[src/rtl/sevseg_display.sv]
// -----------------------------------------------------------------------------
// sevseg_display
//   Drives a 4-digit common-anode 7-segment display from the 8-bit IO output
//   register. The value is shown as two hex digits, or, when the optional
//   decimal path is built, as up to three unsigned decimal digits produced by
//   a sequential double-dabble converter. One digit is lit per refresh slot.
//
//   Build option: define SEVSEG_DECIMAL_EN to build the decimal converter and
//   decimal display path. Without it i_decimal is ignored and the block always
//   shows hex.
//
// Ports
//   i_clk       system clock, all state on posedge
//   i_resetn    asynchronous active-low reset
//   i_value     value to display
//   i_decimal   1 = decimal mode, 0 = hex mode
//   o_segments  {g,f,e,d,c,b,a}, active-low
//   o_dp        decimal point, active-low
//   o_anodes    digit enables, active-low, bit0 = rightmost digit
//
// Converter states
//   state     | meaning
//   ----------+------------------------------------------------------------
//   ST_IDLE   | waiting for a decimal-mode value that differs from the last
//             | converted one (or a fresh entry into decimal mode)
//   ST_CONV   | 8 cycles: add-3 on every BCD nibble >=5, shift in one bit
//   ST_COMMIT | copy BCD result to the display register, record the value
// -----------------------------------------------------------------------------
module sevseg_display #(
  parameter int unsigned REFRESH_CYCLES = 50000
) (
  input  logic       i_clk,
  input  logic       i_resetn,
  input  logic [7:0] i_value,
  input  logic       i_decimal,
  output logic [6:0] o_segments,
  output logic       o_dp,
  output logic [3:0] o_anodes
);

  localparam int unsigned CNT_W = (REFRESH_CYCLES > 1) ? $clog2(REFRESH_CYCLES) : 1;
  localparam logic [CNT_W-1:0] CNT_LAST = CNT_W'(REFRESH_CYCLES - 1);

  function automatic logic [6:0] seg_font(input logic [3:0] nib);
    logic [6:0] seg;
    case (nib)
      4'h0:    seg = 7'b1000000;
      4'h1:    seg = 7'b1111001;
      4'h2:    seg = 7'b0100100;
      4'h3:    seg = 7'b0110000;
      4'h4:    seg = 7'b0011001;
      4'h5:    seg = 7'b0010010;
      4'h6:    seg = 7'b0000010;
      4'h7:    seg = 7'b1111000;
      4'h8:    seg = 7'b0000000;
      4'h9:    seg = 7'b0010000;
      4'hA:    seg = 7'b0001000;
      4'hB:    seg = 7'b0000011;
      4'hC:    seg = 7'b1000110;
      4'hD:    seg = 7'b0100001;
      4'hE:    seg = 7'b0000110;
      default: seg = 7'b0001110;
    endcase
    return seg;
  endfunction

  logic [7:0]       value_q;
  logic [CNT_W-1:0] scan_cnt_q, scan_cnt_d;
  logic [1:0]       digit_idx_q, digit_idx_d;
  logic             scan_tc;
  logic [6:0]       segments_q, segments_d;
  logic             dp_q, dp_d;
  logic [3:0]       anodes_q, anodes_d;

  // ---------------------------------------------------------------------------
  // Input stage and scan timing
  // ---------------------------------------------------------------------------
  always_ff @(posedge i_clk or negedge i_resetn) begin
    if (!i_resetn) begin
      value_q     <= '0;
      scan_cnt_q  <= '0;
      digit_idx_q <= '0;
    end else begin
      value_q     <= i_value;
      scan_cnt_q  <= scan_cnt_d;
      digit_idx_q <= digit_idx_d;
    end
  end

  always_comb begin
    scan_tc     = (scan_cnt_q == CNT_LAST);
    scan_cnt_d  = scan_tc ? '0 : scan_cnt_q + CNT_W'(1);
    digit_idx_d = scan_tc ? digit_idx_q + 2'd1 : digit_idx_q;
  end

`ifdef SEVSEG_DECIMAL_EN
  // ---------------------------------------------------------------------------
  // Double-dabble converter
  // ---------------------------------------------------------------------------
  typedef enum logic [1:0] {
    ST_IDLE   = 2'd0,
    ST_CONV   = 2'd1,
    ST_COMMIT = 2'd2
  } conv_state_e;

  function automatic logic [3:0] add3(input logic [3:0] nib);
    return (nib >= 4'd5) ? nib + 4'd3 : nib;
  endfunction

  conv_state_e state_q, state_d;
  logic        decimal_q, decimal_prev_q;
  logic [2:0]  bit_cnt_q, bit_cnt_d;
  logic [11:0] bcd_q, bcd_d;
  logic [11:0] bcd_adj;
  logic [7:0]  latch_q, latch_d;
  logic [7:0]  last_q, last_d;
  logic        last_valid_q, last_valid_d;
  logic [11:0] disp_bcd_q, disp_bcd_d;
  logic        dec_rise;
  logic        need_conv;

  always_ff @(posedge i_clk or negedge i_resetn) begin
    if (!i_resetn) begin
      state_q <= ST_IDLE;
    end else begin
      state_q <= state_d;
    end
  end

  always_ff @(posedge i_clk or negedge i_resetn) begin
    if (!i_resetn) begin
      decimal_q      <= 1'b0;
      decimal_prev_q <= 1'b0;
      bit_cnt_q      <= '0;
      bcd_q          <= '0;
      latch_q        <= '0;
      last_q         <= '0;
      last_valid_q   <= 1'b0;
      disp_bcd_q     <= '0;
    end else begin
      decimal_q      <= i_decimal;
      decimal_prev_q <= decimal_q;
      bit_cnt_q      <= bit_cnt_d;
      bcd_q          <= bcd_d;
      latch_q        <= latch_d;
      last_q         <= last_d;
      last_valid_q   <= last_valid_d;
      disp_bcd_q     <= disp_bcd_d;
    end
  end

  // Entering decimal mode always forces a fresh conversion, even if the value
  // matches what was converted before the mode was left.
  assign dec_rise  = decimal_q & ~decimal_prev_q;
  assign need_conv = decimal_q & (dec_rise | ~last_valid_q | (value_q != last_q));

  always_comb begin
    state_d = state_q;
    case (state_q)
      ST_IDLE:   if (need_conv) state_d = ST_CONV;
      ST_CONV:   if (bit_cnt_q == 3'd7) state_d = ST_COMMIT;
      ST_COMMIT: state_d = ST_IDLE;
      default:   state_d = ST_IDLE;
    endcase
  end

  always_comb begin
    bit_cnt_d    = bit_cnt_q;
    bcd_d        = bcd_q;
    latch_d      = latch_q;
    last_d       = last_q;
    last_valid_d = last_valid_q;
    disp_bcd_d   = disp_bcd_q;
    bcd_adj      = {add3(bcd_q[11:8]), add3(bcd_q[7:4]), add3(bcd_q[3:0])};
    case (state_q)
      ST_IDLE: begin
        if (need_conv) begin
          latch_d   = value_q;
          bit_cnt_d = '0;
          bcd_d     = '0;
        end
      end
      ST_CONV: begin
        // MSB first; the hundreds nibble never exceeds 2 so bcd_adj[11] is 0.
        bcd_d     = {bcd_adj[10:0], latch_q[3'd7 - bit_cnt_q]};
        bit_cnt_d = bit_cnt_q + 3'd1;
      end
      ST_COMMIT: begin
        disp_bcd_d   = bcd_q;
        last_d       = latch_q;
        last_valid_d = 1'b1;
      end
      default: ;
    endcase
    if (dec_rise) last_valid_d = 1'b0;
  end
`else
  logic unused_decimal;
  assign unused_decimal = i_decimal;
`endif

  // ---------------------------------------------------------------------------
  // Digit select and registered outputs
  // ---------------------------------------------------------------------------
  always_comb begin
    logic       blank;
    logic [3:0] nib;
    blank = 1'b1;
    nib   = 4'h0;
    dp_d  = 1'b1;
`ifdef SEVSEG_DECIMAL_EN
    if (decimal_q) begin
      case (digit_idx_q)
        2'd0: begin
          nib   = disp_bcd_q[3:0];
          blank = 1'b0;
        end
        2'd1: begin
          nib   = disp_bcd_q[7:4];
          blank = (disp_bcd_q[11:4] == 8'h00);
        end
        2'd2: begin
          nib   = disp_bcd_q[11:8];
          blank = (disp_bcd_q[11:8] == 4'h0);
        end
        default: blank = 1'b1;
      endcase
    end else
`endif
    begin
      case (digit_idx_q)
        2'd0: begin
          nib   = value_q[3:0];
          blank = 1'b0;
          dp_d  = 1'b0;
        end
        2'd1: begin
          nib   = value_q[7:4];
          blank = 1'b0;
        end
        default: blank = 1'b1;
      endcase
    end
    anodes_d   = blank ? 4'b1111 : ~(4'b0001 << digit_idx_q);
    segments_d = blank ? 7'h7F : seg_font(nib);
  end

  always_ff @(posedge i_clk or negedge i_resetn) begin
    if (!i_resetn) begin
      anodes_q   <= 4'b1111;
      segments_q <= 7'h7F;
      dp_q       <= 1'b1;
    end else begin
      anodes_q   <= anodes_d;
      segments_q <= segments_d;
      dp_q       <= dp_d;
    end
  end

  assign o_anodes   = anodes_q;
  assign o_segments = segments_q;
  assign o_dp       = dp_q;

endmodule

[config.mk]
export PLATFORM = sky130hd
export DESIGN_NAME = sevseg_display
export DESIGN_NICKNAME = d
export VERILOG_FILES = /design/src/rtl/sevseg_display.sv
export SDC_FILE = /design/constraint.sdc
export NUM_CORES = 1
export LEC_CHECK = 0
export BUFFER_PORTS_ARGS = -buffer_cell sky130_fd_sc_hd__buf_2
export CORE_MARGIN = 2
export CORE_UTILIZATION = 56
export DETAILED_ROUTE_END_ITERATION = 8
export PLACE_DENSITY = 0.78
export SYNTH_ARGS = -nofsm -noshare
export SYNTH_HDL_FRONTEND = slang
export SYNTH_SLANG_ARGS = --single-unit
[constraint.sdc]
create_clock -name i_clk -period 2.65 [get_ports i_clk]
set_clock_uncertainty 0.05 [all_clocks]
set_input_delay 0.53 -clock i_clk [delete_from_list [all_inputs] [get_ports i_clk]]
set_output_delay 0.53 -clock i_clk [all_outputs]
set_load 0.02 [all_outputs]
## Word level (Yosys, flattened, before mapping)

Memories as Yosys holds them, arrays and structs flattened.
Cells that the tools add are included.

| storage, ports and cells | value |
|---|---|
| bits of input ports | 11 |
| bits in latches | 0 |
| output and inout bits | 12 |
| word-level logic and storage cells | 20 |
| memory bits (writable) | 0 |
| bits in read-only memories | 112 |
| register bits | 38 |
| memories kept | 1 |

Memories:

| name | words | bits a word | rd ports | clocked after Yosys merged registers in | write ports | RTL line | text |
|---|---|---|---|---|---|---|---|
| (no name shown) | 16 | 7 | 1 | 0 | 0 | 46 | `case (nib)` |

| operators by class | value |
|---|---|
| muxes and demuxes | 5 |
| shift operators | 1 |
| bitwise logic cells | 1 |
| $lt $le $gt $ge | 0 |
| multipliers | 0 |
| add/subtract/negate cells | 2 |
| reductions and logical operators | 2 |
| eq/ne operators | 2 |
| divide/modulo/power cells | 0 |

Operators with widths:

| kind | count |
|---|---|
| adder 16 x 1 -> 16 bit, second input constant | 1 |
| == test 16 bit, second input constant | 1 |
| 2-to-1 mux 16 bit | 1 |
| case mux 4 bit (2 select lines) | 1 |
| 2-to-1 mux 7 bit | 1 |
| 2-to-1 mux 4 bit | 1 |
| NOT 4 bit | 1 |
| << shifter 1 x 2 -> 4 bit, first input constant | 1 |
| adder 2 x 1 -> 2 bit, second input constant | 1 |
| == test 2 x 1 -> 1 bit, second input constant | 1 |
| zero test 2 bit | 1 |
| OR reduction 2 bit | 1 |
| 2-to-1 mux 1 bit | 1 |

## Depth between registers and ports, before layout

Gate-level depths: netlist of the first run.
An unclocked memory read counts as a cell.

| logic depth | value |
|---|---|
| word-level depth | 4 |
| mapped depth | 8 |

## Worst setup path before layout of the first run

No wires, ideal clock.

| timing | value |
|---|---|
| path kind | register -> register |
| start | register digit_idx_q[0] |
| end | register segments_q[0] (netlist: o_segments[0]) |
| slack | 0.655 ns |
| period minus slack after synthesis | 1.995 ns |
| arrival time | 1.861 ns |
| cell stages (with the launch flop) | 9 |
| data required time | 2.516 ns |
| path through | dfrtp_1 -> inv_1 -> ha_1 -> a22oi_1 -> inv_2 -> ha_1 -> or3_1 -> o221ai_1 -> nand2_1 |

| on the way | value |
|---|---|
| longest elaborated chain between the ends | 4 |
| elaborated cells on any way between the ends | 6 |

Ends and longest elaborated chain:

| element | RTL line | text |
|---|---|---|
| start: declaration | 69 | `logic [1:0] digit_idx_q, digit_idx_d;` |
| start signal: assignment | 86 | `digit_idx_q <= digit_idx_d;` |
| == test 2 x 1 -> 1 bit / zero test 2 bit (equally long branches) | 231 | `case (digit_idx_q)` |
| case mux 4 bit (2 select lines) | 231 |  |
| memory (16 x 7 bit) | - |  |
| 2-to-1 mux 7 bit (*) | 245 | `segments_d = blank ? 7'h7F : seg_font(nib);` |
| named net segments_d[0] | 71 | `logic [6:0] segments_q, segments_d;` |
| end signal: assignment | 255 | `segments_q <= segments_d;` |
| end: declaration | 71 |  |

The timed path passes the listed nets; every way through them passes the cells marked *.
A chain may end at the register's enable or synchronous reset.

## Worst setup path after layout of the first run

| timing | value |
|---|---|
| start | register digit_idx_q[0] |
| end | register segments_q[4] (netlist: o_segments[4]) |

The elaborated chain is that of the path after synthesis.

==> results of run 1 <==
## layout make-up
cell class	instances	area [µm²]
well taps	31	38.79
inverters	7	26.28
fillers	215	913.4
multi-input cells	97	696.9
clock inverters	1	5.005
clock buffers	7	65.06
flip-flops and latches	37	939.7
repair buffers	23	120.1
## critical path: stages, from the launching register on
cell and delay, ps:
sky130_fd_sc_hd__dfrtp_1 420, sky130_fd_sc_hd__inv_1 130, sky130_fd_sc_hd__ha_1 270, sky130_fd_sc_hd__a22o_1 280, sky130_fd_sc_hd__inv_1 120, sky130_fd_sc_hd__ha_1 270, sky130_fd_sc_hd__nor2b_1 160, sky130_fd_sc_hd__a21oi_1 180
sky130_fd_sc_hd__o221ai_1 160
## report_power, final
part / switching [mW] / internal [mW]
clock network: 0.177 / 0.154
registers: 0.00396 / 0.587
logic: 0.0506 / 0.0285
## logic make-up after synthesis
group | count (synthesis) | share of synthesized area (%)
flip-flops | 37 | 55.67
AND/OR/NAND/NOR | 51 | 17.12
XOR/XNOR | 13 | 6.746
buffers and inverters | 11 | 3.039
AO/OA/AOI/OAI | 22 | 9.266
adder cells (fa/ha/maj) | 11 | 8.154
## layer usage
metal | vias up | GRT usage [%] | wire length [µm] | part of all wire (%)
li1 | 550 | - | - | -
met1 | 585 | 24.09 | 1247 | 43
met2 | 37 | 33.02 | 1459 | 50
met3 | 8 | 5.275 | 137 | 4.7
met4 | 0 | 8.766 | 63 | 2.2
met5 | - | 0 | 0 | 0
## per-stage QoR
step           worst slack (ps)  hold slack, ps
6_report                  502.2           200.6
5_1_grt                   353.3           228.3
4_1_cts                   526.5           239.0
3_3_place_gp              681.1           417.8
3_5_place_dp              539.1           440.0
2_1_floorplan             654.7           184.4
## cells in the mapped netlist (2+ instances only)
cell type,number
sky130_fd_sc_hd__dfrtp_1,26
sky130_fd_sc_hd__nand2_1,19
sky130_fd_sc_hd__dfstp_2,11
sky130_fd_sc_hd__ha_1,11
sky130_fd_sc_hd__nor2_1,7
sky130_fd_sc_hd__xnor2_1,7
sky130_fd_sc_hd__inv_1,6
sky130_fd_sc_hd__xor2_1,6
sky130_fd_sc_hd__nand3_1,5
sky130_fd_sc_hd__and3_1,4
sky130_fd_sc_hd__o221ai_1,4
sky130_fd_sc_hd__a22o_1,3
sky130_fd_sc_hd__a22oi_1,3
sky130_fd_sc_hd__o21ai_0,3
sky130_fd_sc_hd__o21ai_1,3
sky130_fd_sc_hd__a21oi_1,2
sky130_fd_sc_hd__and4_4,2
sky130_fd_sc_hd__buf_2,2
sky130_fd_sc_hd__buf_4,2
sky130_fd_sc_hd__nor2b_1,2
sky130_fd_sc_hd__nor4bb_1,2
sky130_fd_sc_hd__or3_1,2
## worst max-delay path by stage
stage                                to  slack (ps)
after global routing      o_segments[4]         350
after CTS                 o_segments[4]         530
after floorplan           o_segments[0]         650
final                     o_segments[4]         500
after detailed placement  o_segments[4]         540
after global placement    o_segments[4]         680
## state kept, by name, indices dropped and copies added, names as in the netlist
signal / count
value_q: 8
digit_idx_q: 2
o_anodes: 4
scan_cnt_q: 16
o_segments: 7
==> results.py, run 1 <==
metrics = {
    "placement": {
        "place_inst": 195,
        "place_area_um2": 1822,
        "port-buffer-count": 21,
        "hpwlAfterDp_um": 2122,
        "routabilityCongestion": 0.8017,
    },
    "floorplan": {
        "core_area_um2": 2805,
        "die_width_um": 58.90,
        "initial_utilization_pct": 60.17,
        "die_area_um2": 3469,
        "die-height_um": 58.90,
        "placement_rows": 19,
        "ios": 23,
    },
    "setup_path": {
        "critPathKind": "reg -> reg",
        "crit_path_start": "digit_idx_q[0]",
        "critPathLaunchType": "register",
        "setup.reg_to_reg.worst_slack_ps": 500,
        "timing.critical_path.required_ps": 2840,
        "worstPathArrival_ps": 2340,
        "worst_setup_path_end_kind": "register",
        "worst_r2r_endpoint": "o_segments[4]",
        "critPathMaxFanout": 6,
        "rr_worst_depth": 8,
        "crit-reg2reg-launch": "digit_idx_q[0]",
    },
    "cells_and_area": {
        "ant_cells": 0,
        "finalCoreUtilization_pct": 67.44,
        "fin_cells": 203,
        "layout-area-overhead-vs-synth_pct": 12.08,
        "final_common_cell": "sky130_fd_sc_hd__dfrtp_1",
        "layout.nets": 193,
        "finalInstanceArea_um2": 1892,
        "final_cell_mix": "sky130_fd_sc_hd__dfrtp_1 (26), sky130_fd_sc_hd__buf_2 (21), sky130_fd_sc_hd__nand2_1 (19)",
        "post_route_cells_drive_above_1_share_pct": 27.91,
    },
    "pwr": {
        "ir_worst_vdd_v": 0.0003184,
        "power_per_cell_area_nw_per_um2": 529.1,
        "total_power_consumption_mw": 1.001,
        "power_leakage_nw": 0.8909,
    },
    "global_route": {
        "antenna_found_initial": 0,
        "gr-usage-all-layers_pct": 19.81,
        "global_route.overflow_total": 0,
        "via_count_of_the_first_global_routing_pass": 1170,
        "largest_net_degree_at_the_start_of_global_routing": 38,
        "grt_first_pass_wirelength_um": 5126,
    },
    "synth": {
        "synth-edff-count": 0,
        "synth.avg_cell_area_um2": 11.64,
        "post_synth_main_area_contributors": "sky130_fd_sc_hd__dfrtp_1 (39%), sky130_fd_sc_hd__dfstp_2 (17%), sky130_fd_sc_hd__ha_1 (8.2%)",
        "fraction_of_registers_with_async_set_reset_pct": 100.0,
        "mappedNetlistArea_um2": 1688,
        "synth-seq-area-share_pct": 55.67,
        "yosys_warnings": 0,
        "synth-seq-cells": 37,
        "number_of_instances_in_the_synthesized_netlist": 145,
        "synth_top_cell_area_share_pct": 38.55,
        "syn_nets": 167,
        "netlist.top_cell.by_area": "sky130_fd_sc_hd__dfrtp_1",
        "ys.flop_type": "sky130_fd_sc_hd__dfrtp_1",
        "ys_types": 35,
    },
    "timing": {
        "min_period_over_period_pct": 81.05,
        "max_freq_mhz": 465.6,
        "final_hold_viol_count": 0,
        "max_slew.worst_pin.slew_ps": 768.8,
        "slew_viol_final": 0,
        "finalWorstPathRequiredPeriod_ps": 2148,
        "max_slew_margin_pct": 48.75,
        "setup-tns-final_ps": 0,
        "unrepaired_setup_endpoints_after_global_routing": "false",
        "finalSetupViolCount": 0,
    },
    "clocking": {
        "post_cts_buffers": 0,
        "cts_tree": "yes",
        "ctsHtreeMaxLevel": 2,
        "max-clock-path-buffers": 2,
        "worstSkewPairLatency_ps": 340,
        "clock_sink_count": 37,
        "post_cts_hold_buffer_count": 0,
        "cts_repair_resizes": 0,
        "numCtsBuffers": 5,
        "clock-root-buffer": "sky130_fd_sc_hd__clkbuf_4",
        "clk_pin_slew_worst_paths_ps": 110,
    },
    "detailed_routing": {
        "post_detailed_route_drc_marker_count": 1,
        "wl_per_cell_um": 14.33,
        "route.vias.total": 1180,
        "drt-initial-drc-count": 27,
        "routed_wirelength_um": 2908,
        "avgViaCountPerCell": 5.813,
        "number_of_iterations_in_the_first_detailed_routing_pass": 6,
        "ant_nets": 0,
    },
    "outcome": {
        "violations": "DRC",
        "run_status": "finished with violations",
    },
    "min_path": {
        "timing.hold.worst.class": "in -> async",
    },
    "job": {
        "max_cap_viol_count": 0,
    },
}
(Power assumes the default switching activity.)
==> run 2: changes to the inputs <==
--- a/config.mk
+++ b/config.mk
@@ -5,11 +5,12 @@
 export SDC_FILE = /design/constraint.sdc
 export NUM_CORES = 1
 export LEC_CHECK = 0
+export ABC_AREA = 1
 export BUFFER_PORTS_ARGS = -buffer_cell sky130_fd_sc_hd__buf_2
 export CORE_MARGIN = 2
-export CORE_UTILIZATION = 56
+export CORE_UTILIZATION = 51
 export DETAILED_ROUTE_END_ITERATION = 8
-export PLACE_DENSITY = 0.78
+export PLACE_DENSITY = 0.74
 export SYNTH_ARGS = -nofsm -noshare
 export SYNTH_HDL_FRONTEND = slang
 export SYNTH_SLANG_ARGS = --single-unit
==> constraint.sdc (replaced) <==
create_clock -name i_clk -period 1.9 [get_ports i_clk]
set_clock_uncertainty 0.05 [all_clocks]
set_input_delay 0.38 -clock i_clk [delete_from_list [all_inputs] [get_ports i_clk]]
set_output_delay 0.38 -clock i_clk [all_outputs]
set_load 0.02 [all_outputs]
==> run 2 against run 1 <==
- the run now ends clean
- count of clock-buffer cells in the layout decreased by 1
- fmax up 25%
- design area is 8.9% higher
- critical path type unchanged
==> results.py, run 2 <==
metrics = {
    "timing": {
        "finalWorstPathRequiredPeriod_ps": 1719,
        "setup-tns-final_ps": 0,
        "finalSetupViolCount": 0,
        "max_slew.worst_pin.slew_ps": 439.8,
        "final_hold_viol_count": 0,
        "max_freq_mhz": 581.9,
        "worst_slack_ps": 181.5,
        "unrepaired_setup_endpoints_after_global_routing": "false",
        "max_slew_margin_pct": 70.68,
        "slew_viol_final": 0,
        "min_period_over_period_pct": 90.45,
    },
    "synth": {
        "synth_commonest_cells": "sky130_fd_sc_hd__nand2_1 (58), sky130_fd_sc_hd__dfrtp_1 (26), sky130_fd_sc_hd__nor2_1 (25), sky130_fd_sc_hd__inv_1 (24), sky130_fd_sc_hd__nand3_1 (14)",
        "mappedNetlistArea_um2": 1804,
        "synth-edff-count": 0,
        "synth-seq-cells": 37,
        "yosys.area_share.adder_pct": 7.628,
        "synth.avg_cell_area_um2": 8.888,
        "combinational_family_with_the_most_area_after_synthesis": "simple AND/OR/NAND/NOR gates",
        "fraction_of_registers_with_async_set_reset_pct": 100.0,
        "ys_types": 23,
        "netlist.top_cell.by_area": "sky130_fd_sc_hd__dfrtp_1",
        "ys.flop_type": "sky130_fd_sc_hd__dfrtp_1",
        "post_synth_and_or_nand_nor_area_fraction_pct": 25.38,
        "synth-seq-area-share_pct": 52.08,
        "synth_top_cell_area_share_pct": 36.06,
        "synth_compound_area_share_pct": 4.161,
        "yosys_warnings": 0,
        "synth_xor_xnor_area_share_pct": 4.854,
        "number_of_instances_in_the_synthesized_netlist": 203,
        "post-synth-top-count-cell": "sky130_fd_sc_hd__nand2_1",
        "post_synth_main_area_contributors": "sky130_fd_sc_hd__dfrtp_1 (36%), sky130_fd_sc_hd__dfstp_2 (16%), sky130_fd_sc_hd__nand2_1 (12%)",
        "mux_share_of_post_synthesis_cell_area_pct": 0,
        "syn_nets": 225,
    },
    "setup_path": {
        "critical_path.n_buffers_inverters": 3,
        "setup.reg_to_reg.worst_slack_ps": 180,
        "timing.critical_path.depth": 10,
        "timing.critical_path.required_ps": 2130,
        "rr_worst_depth": 10,
        "worstPathArrival_ps": 1950,
        "critPathMaxFanout": 6,
        "worst_setup_path_end_kind": "register",
        "critPathLaunchType": "register",
        "library_cell_contributing_the_largest_single_delay_on_the_critical_path": "sky130_fd_sc_hd__dfrtp_1",
        "cp_cell_sequence": "buf_4 -> ha_2 -> nand2_1 -> nand2_1 -> inv_2 -> ha_1 -> inv_1 -> nand2_1 -> o211ai_1 -> nand3_1",
        "critPathKind": "reg -> reg",
        "cpPeakStageDelay_ps": 430,
        "critPathTopFamily": "adder cells",
        "critical-path-top-cell-by-count": "sky130_fd_sc_hd__nand2_1",
    },
    "detailed_routing": {
        "routed_wirelength_um": 2968,
        "route.vias.total": 1319,
        "avgViaCountPerCell": 4.711,
        "post_detailed_route_drc_marker_count": 0,
        "number_of_iterations_in_the_first_detailed_routing_pass": 4,
        "wl_per_cell_um": 10.60,
        "ant_nets": 0,
        "drt-initial-drc-count": 17,
    },
    "placement": {
        "post-place-ws_ps": 94.80,
        "port-buffer-count": 21,
        "routabilityCongestion": 0.8428,
        "hpwlAfterDp_um": 2091,
    },
    "cells_and_area": {
        "final_common_cell": "sky130_fd_sc_hd__nand2_1",
        "register_area_um2": 939.7,
        "layout-area-overhead-vs-synth_pct": 14.15,
        "regMostFlops": "scan_cnt_q",
        "multi_input_area_um2": 765.7,
        "ant_cells": 0,
        "final_cell_mix": "sky130_fd_sc_hd__nand2_1 (57), sky130_fd_sc_hd__dfrtp_1 (26), sky130_fd_sc_hd__nor2_1 (25)",
        "post_route_cells_drive_above_1_share_pct": 23.08,
        "largest_register_ff_count": 16,
        "layout.nets": 255,
        "final.fill_count": 317,
    },
    "outcome": {
        "run_status": "complete, no violations",
    },
    "min_path": {
        "hold-path-cell-count": 1,
        "timing.hold.worst.class": "in -> reg",
    },
    "clocking": {
        "clock_sink_count": 37,
        "cts_tree": "yes",
        "ctsHtreeMaxLevel": 2,
        "max-clock-path-buffers": 2,
        "numCtsBuffers": 5,
        "clk_pin_slew_worst_paths_ps": 120,
        "clock-root-buffer": "sky130_fd_sc_hd__clkbuf_4",
        "worstSkewPairLatency_ps": 350,
    },
    "global_route": {
        "global_route.overflow_total": 0,
        "antenna_found_initial": 0,
        "largest_net_degree_at_the_start_of_global_routing": 38,
        "gr-usage-all-layers_pct": 17.24,
        "grt_first_pass_wirelength_um": 5333,
        "via_count_of_the_first_global_routing_pass": 1288,
    },
    "floorplan": {
        "core_area_um2": 3363,
        "initial_utilization_pct": 53.65,
        "die_area_um2": 4030,
        "die_width_um": 63.48,
        "die-height_um": 63.48,
        "placement_rows": 21,
        "ios": 23,
    },
    "pwr": {
        "total_power_consumption_mw": 1.369,
        "power_leakage_nw": 1.031,
        "ir_worst_vdd_v": 0.0004228,
        "power_per_cell_area_nw_per_um2": 664.6,
    },
    "job": {
        "max_cap_viol_count": 0,
    },
}
run 2: power by group:
| part | internal, mW | switching [mW] |
|---|---|---|
| Sequential | 0.817 | 0.00393 |
| Clock | 0.180 | 0.265 |
| Combinational | 0.0340 | 0.0685 |
| Total | 1.03 | 0.337 |
run 2: cells by family (layout without fill, tap and decap cells):
| kind of cell | after synthesis | after routing |
|---|---|---|
| buffers and inverters | 27 | 58 |
| XOR/XNOR | 10 | 10 |
| AND/OR/NAND/NOR | 106 | 106 |
| flip-flops | 37 | 37 |
| adder cells (fa/ha/maj) | 11 | 11 |
| AO/OA/AOI/OAI | 12 | 12 |
run 2: final cells by class:
type	instances	share of cell area, %
Clock inverter	2	0.6683
Tap cell	46	2.795
Multi-Input combinational cell	139	37.18
Clock buffer	6	2.491
Inverter	25	4.556
Timing Repair Buffer	25	6.683
Sequential cell	37	45.63
run 2: final timing paths:
| check | startpoint | to |
|---|---|---|
| worst max-delay path | digit_idx_q[0] | o_segments[3] |
| worst min-delay path | i_value[7] | value_q[7] |
| worst max register to register | digit_idx_q[0] | o_segments[3] |
| worst min register to register | scan_cnt_q[0] | scan_cnt_q[0] |
| max in group asynchronous | i_resetn | o_anodes[0] |
| min in group asynchronous | i_resetn | scan_cnt_q[15] |
run 2: repair_timing:
action | 4_1_cts | 5_1_grt
endpoints found under the hold margin | 1 | 0
endpoints found under the setup margin | 0 | 6
hold buffers | 1 | 0
buffers inserted | 0 | 2
gates resized for setup | 0 | 4
run 2: per-stage QoR:
stage | instances | util [%] | hold slack (ps) | instance area, µm²
2_1_floorplan | 203 | - | 34.41 | 1804
3_3_place_gp | 269 | 58.33 | 390.1 | 1962
3_5_place_dp | 269 | 58.33 | 394.8 | 1962
4_1_cts | 278 | 60.57 | 61.49 | 2037
5_1_grt | 280 | 61.24 | 50.61 | 2059
6_report | 280 | 61.24 | 82.56 | 2059
run 2: routing by layer:
layer / vias to the layer above / GRT usage, % / part of all wire, %
met5: - / 0 / 0
met4: 0 / 8.696 / 1.8
met3: 5 / 5.357 / 3.2
met2: 28 / 28.03 / 48
met1: 599 / 20.56 / 47
li1: 687 / - / -
==> run 3: changes to the inputs <==
--- a/config.mk
+++ b/config.mk
@@ -10,7 +10,7 @@
 export CORE_MARGIN = 2
 export CORE_UTILIZATION = 51
 export DETAILED_ROUTE_END_ITERATION = 8
-export PLACE_DENSITY = 0.74
+export PLACE_DENSITY = 0.72
 export SYNTH_ARGS = -nofsm -noshare
 export SYNTH_HDL_FRONTEND = slang
 export SYNTH_SLANG_ARGS = --single-unit
==> run 3 against run 2 <==
- worst setup slack got worse by 36 ps
- core utilization rose by 0.074 points
- wire length rose by 1.7%
- via count rose by 1.4%
- critical endpoint unchanged
==> results.py, run 3 (synthesis results as in run 2) <==
metrics = {
    "setup_path": {
        "rr_worst_depth": 10,
        "worst_setup_path_end_kind": "register",
        "critPathMaxFanout": 6,
        "worstPathArrival_ps": 1970,
        "crit_path_start": "digit_idx_q[1]",
        "timing.critical_path.required_ps": 2120,
        "worst_r2r_endpoint": "o_segments[3]",
        "critPathLaunchType": "register",
        "crit-reg2reg-launch": "digit_idx_q[1]",
        "setup.reg_to_reg.worst_slack_ps": 150,
        "critPathKind": "reg -> reg",
    },
    "timing": {
        "unrepaired_setup_endpoints_after_global_routing": "false",
        "setup-tns-final_ps": 0,
        "finalSetupViolCount": 0,
        "finalWorstPathRequiredPeriod_ps": 1755,
        "max_slew.worst_pin.slew_ps": 306.2,
        "max_slew_margin_pct": 79.58,
        "final_hold_viol_count": 0,
        "min_period_over_period_pct": 92.36,
        "max_freq_mhz": 569.9,
        "slew_viol_final": 0,
    },
    "clocking": {
        "numCtsBuffers": 5,
        "post_cts_buffers": 0,
        "max-clock-path-buffers": 2,
        "worstSkewPairLatency_ps": 340,
        "cts_tree": "yes",
        "clk_pin_slew_worst_paths_ps": 110,
        "ctsHtreeMaxLevel": 2,
        "clock_sink_count": 37,
        "clock-root-buffer": "sky130_fd_sc_hd__clkbuf_4",
    },
    "cells_and_area": {
        "final_cell_mix": "sky130_fd_sc_hd__nand2_1 (56), sky130_fd_sc_hd__dfrtp_1 (26), sky130_fd_sc_hd__nor2_1 (25)",
        "finalInstanceArea_um2": 2062,
        "layout.nets": 253,
        "post_route_cells_drive_above_1_share_pct": 22.41,
        "ant_cells": 0,
        "final_common_cell": "sky130_fd_sc_hd__nand2_1",
        "layout-area-overhead-vs-synth_pct": 14.29,
        "largest_register_ff_count": 16,
        "regMostFlops": "scan_cnt_q",
    },
    "detailed_routing": {
        "number_of_iterations_in_the_first_detailed_routing_pass": 4,
        "post_detailed_route_drc_marker_count": 0,
        "route.vias.total": 1337,
        "wl_per_cell_um": 10.85,
        "drt-initial-drc-count": 64,
        "ant_nets": 0,
        "routed_wirelength_um": 3017,
        "avgViaCountPerCell": 4.809,
    },
    "placement": {
        "hpwlAfterDp_um": 2159,
        "port-buffer-count": 21,
        "place_area_um2": 1974,
        "routabilityCongestion": 0.8096,
    },
    "job": {
        "max_cap_viol_count": 0,
    },
    "min_path": {
        "worstHoldEndpoint": "value_q[3]",
        "timing.hold.worst.class": "in -> reg",
        "hold-path-cell-count": 1,
        "timing.hold.worst.start": "i_value[3]",
    },
    "global_route": {
        "global_route.overflow_total": 0,
        "largest_net_degree_at_the_start_of_global_routing": 38,
        "grt_first_pass_wirelength_um": 5402,
        "gr-usage-all-layers_pct": 17.42,
        "via_count_of_the_first_global_routing_pass": 1247,
        "antenna_found_initial": 0,
    },
    "pwr": {
        "ir_worst_vdd_v": 0.0003811,
        "power_leakage_nw": 1.029,
        "power_per_cell_area_nw_per_um2": 679.8,
        "total_power_consumption_mw": 1.402,
    },
    "floorplan": {
        "die-height_um": 63.48,
        "initial_utilization_pct": 53.65,
        "core_area_um2": 3363,
        "ios": 23,
        "die_area_um2": 4030,
        "placement_rows": 21,
        "die_width_um": 63.48,
    },
    "outcome": {
        "run_status": "complete, no violations",
    },
}
[run 3: worst max-delay path, cell delays in order, from the launching register on]
cell and delay [ps]:
sky130_fd_sc_hd__dfrtp_1 430, sky130_fd_sc_hd__inv_1 100, sky130_fd_sc_hd__ha_1 230, sky130_fd_sc_hd__nand2_1 80, sky130_fd_sc_hd__nand2_1 130, sky130_fd_sc_hd__inv_2 80
sky130_fd_sc_hd__ha_1 270, sky130_fd_sc_hd__inv_1 60, sky130_fd_sc_hd__nand2_1 60, sky130_fd_sc_hd__o211ai_1 100, sky130_fd_sc_hd__nand3_1 90
[run 3: area by class of cell]
cell class	instances	area, µm²
tap	46	57.56
timing repair buffer	23	135.1
clock inverter	1	5.005
sequential	37	939.7
inverter	25	93.84
multi-input combinational	139	765.7
fill	301	1301
clock buffer	7	65.06
[run 3: repair_timing]
action                     4_1_cts  5_1_grt
setup endpoints to repair        0        4
hold endpoints to repair        26        0
hold buffers                     1        0
resized for setup                0        4
[run 3: report_power, final]
part | switching [mW] | internal [mW] | total [mW]
registers | 0.00462 | 0.817 | 0.822
logic | 0.0688 | 0.0370 | 0.106
clock network | 0.260 | 0.215 | 0.474
[run 3: layer usage]
layer | routed length, µm | global-route usage [%] | vias up | part of all wire (%)
li1 | - | - | 686 | -
met1 | 1394 | 21.91 | 622 | 46
met2 | 1442 | 28.55 | 23 | 48
met3 | 135 | 5.357 | 6 | 4.5
met4 | 44 | 5.707 | 0 | 1.5
met5 | 0 | 0 | - | 0
[run 3: through the flow]
step	hold WS (ps)	setup WS [ps]	instances	util, %
3_3_place_gp	304.0	132.0	269	58.71
4_1_cts	66.78	77.22	278	61.09
6_report	82.93	145.2	278	61.31
3_5_place_dp	304.8	94.76	269	58.71
5_1_grt	58.64	5.127	278	61.31
2_1_floorplan	34.41	312.4	203	-
[run 3: worst max path at each step]
stage	cells past startpoint	endpoint	slack [ps]
4_1_cts	10	o_segments[3]	80
2_1_floorplan	10	o_segments[3]	310
5_1_grt	10	o_segments[3]	5
3_3_place_gp	8	o_segments[3]	130
3_5_place_dp	10	o_segments[3]	90
6_report	10	o_segments[3]	150
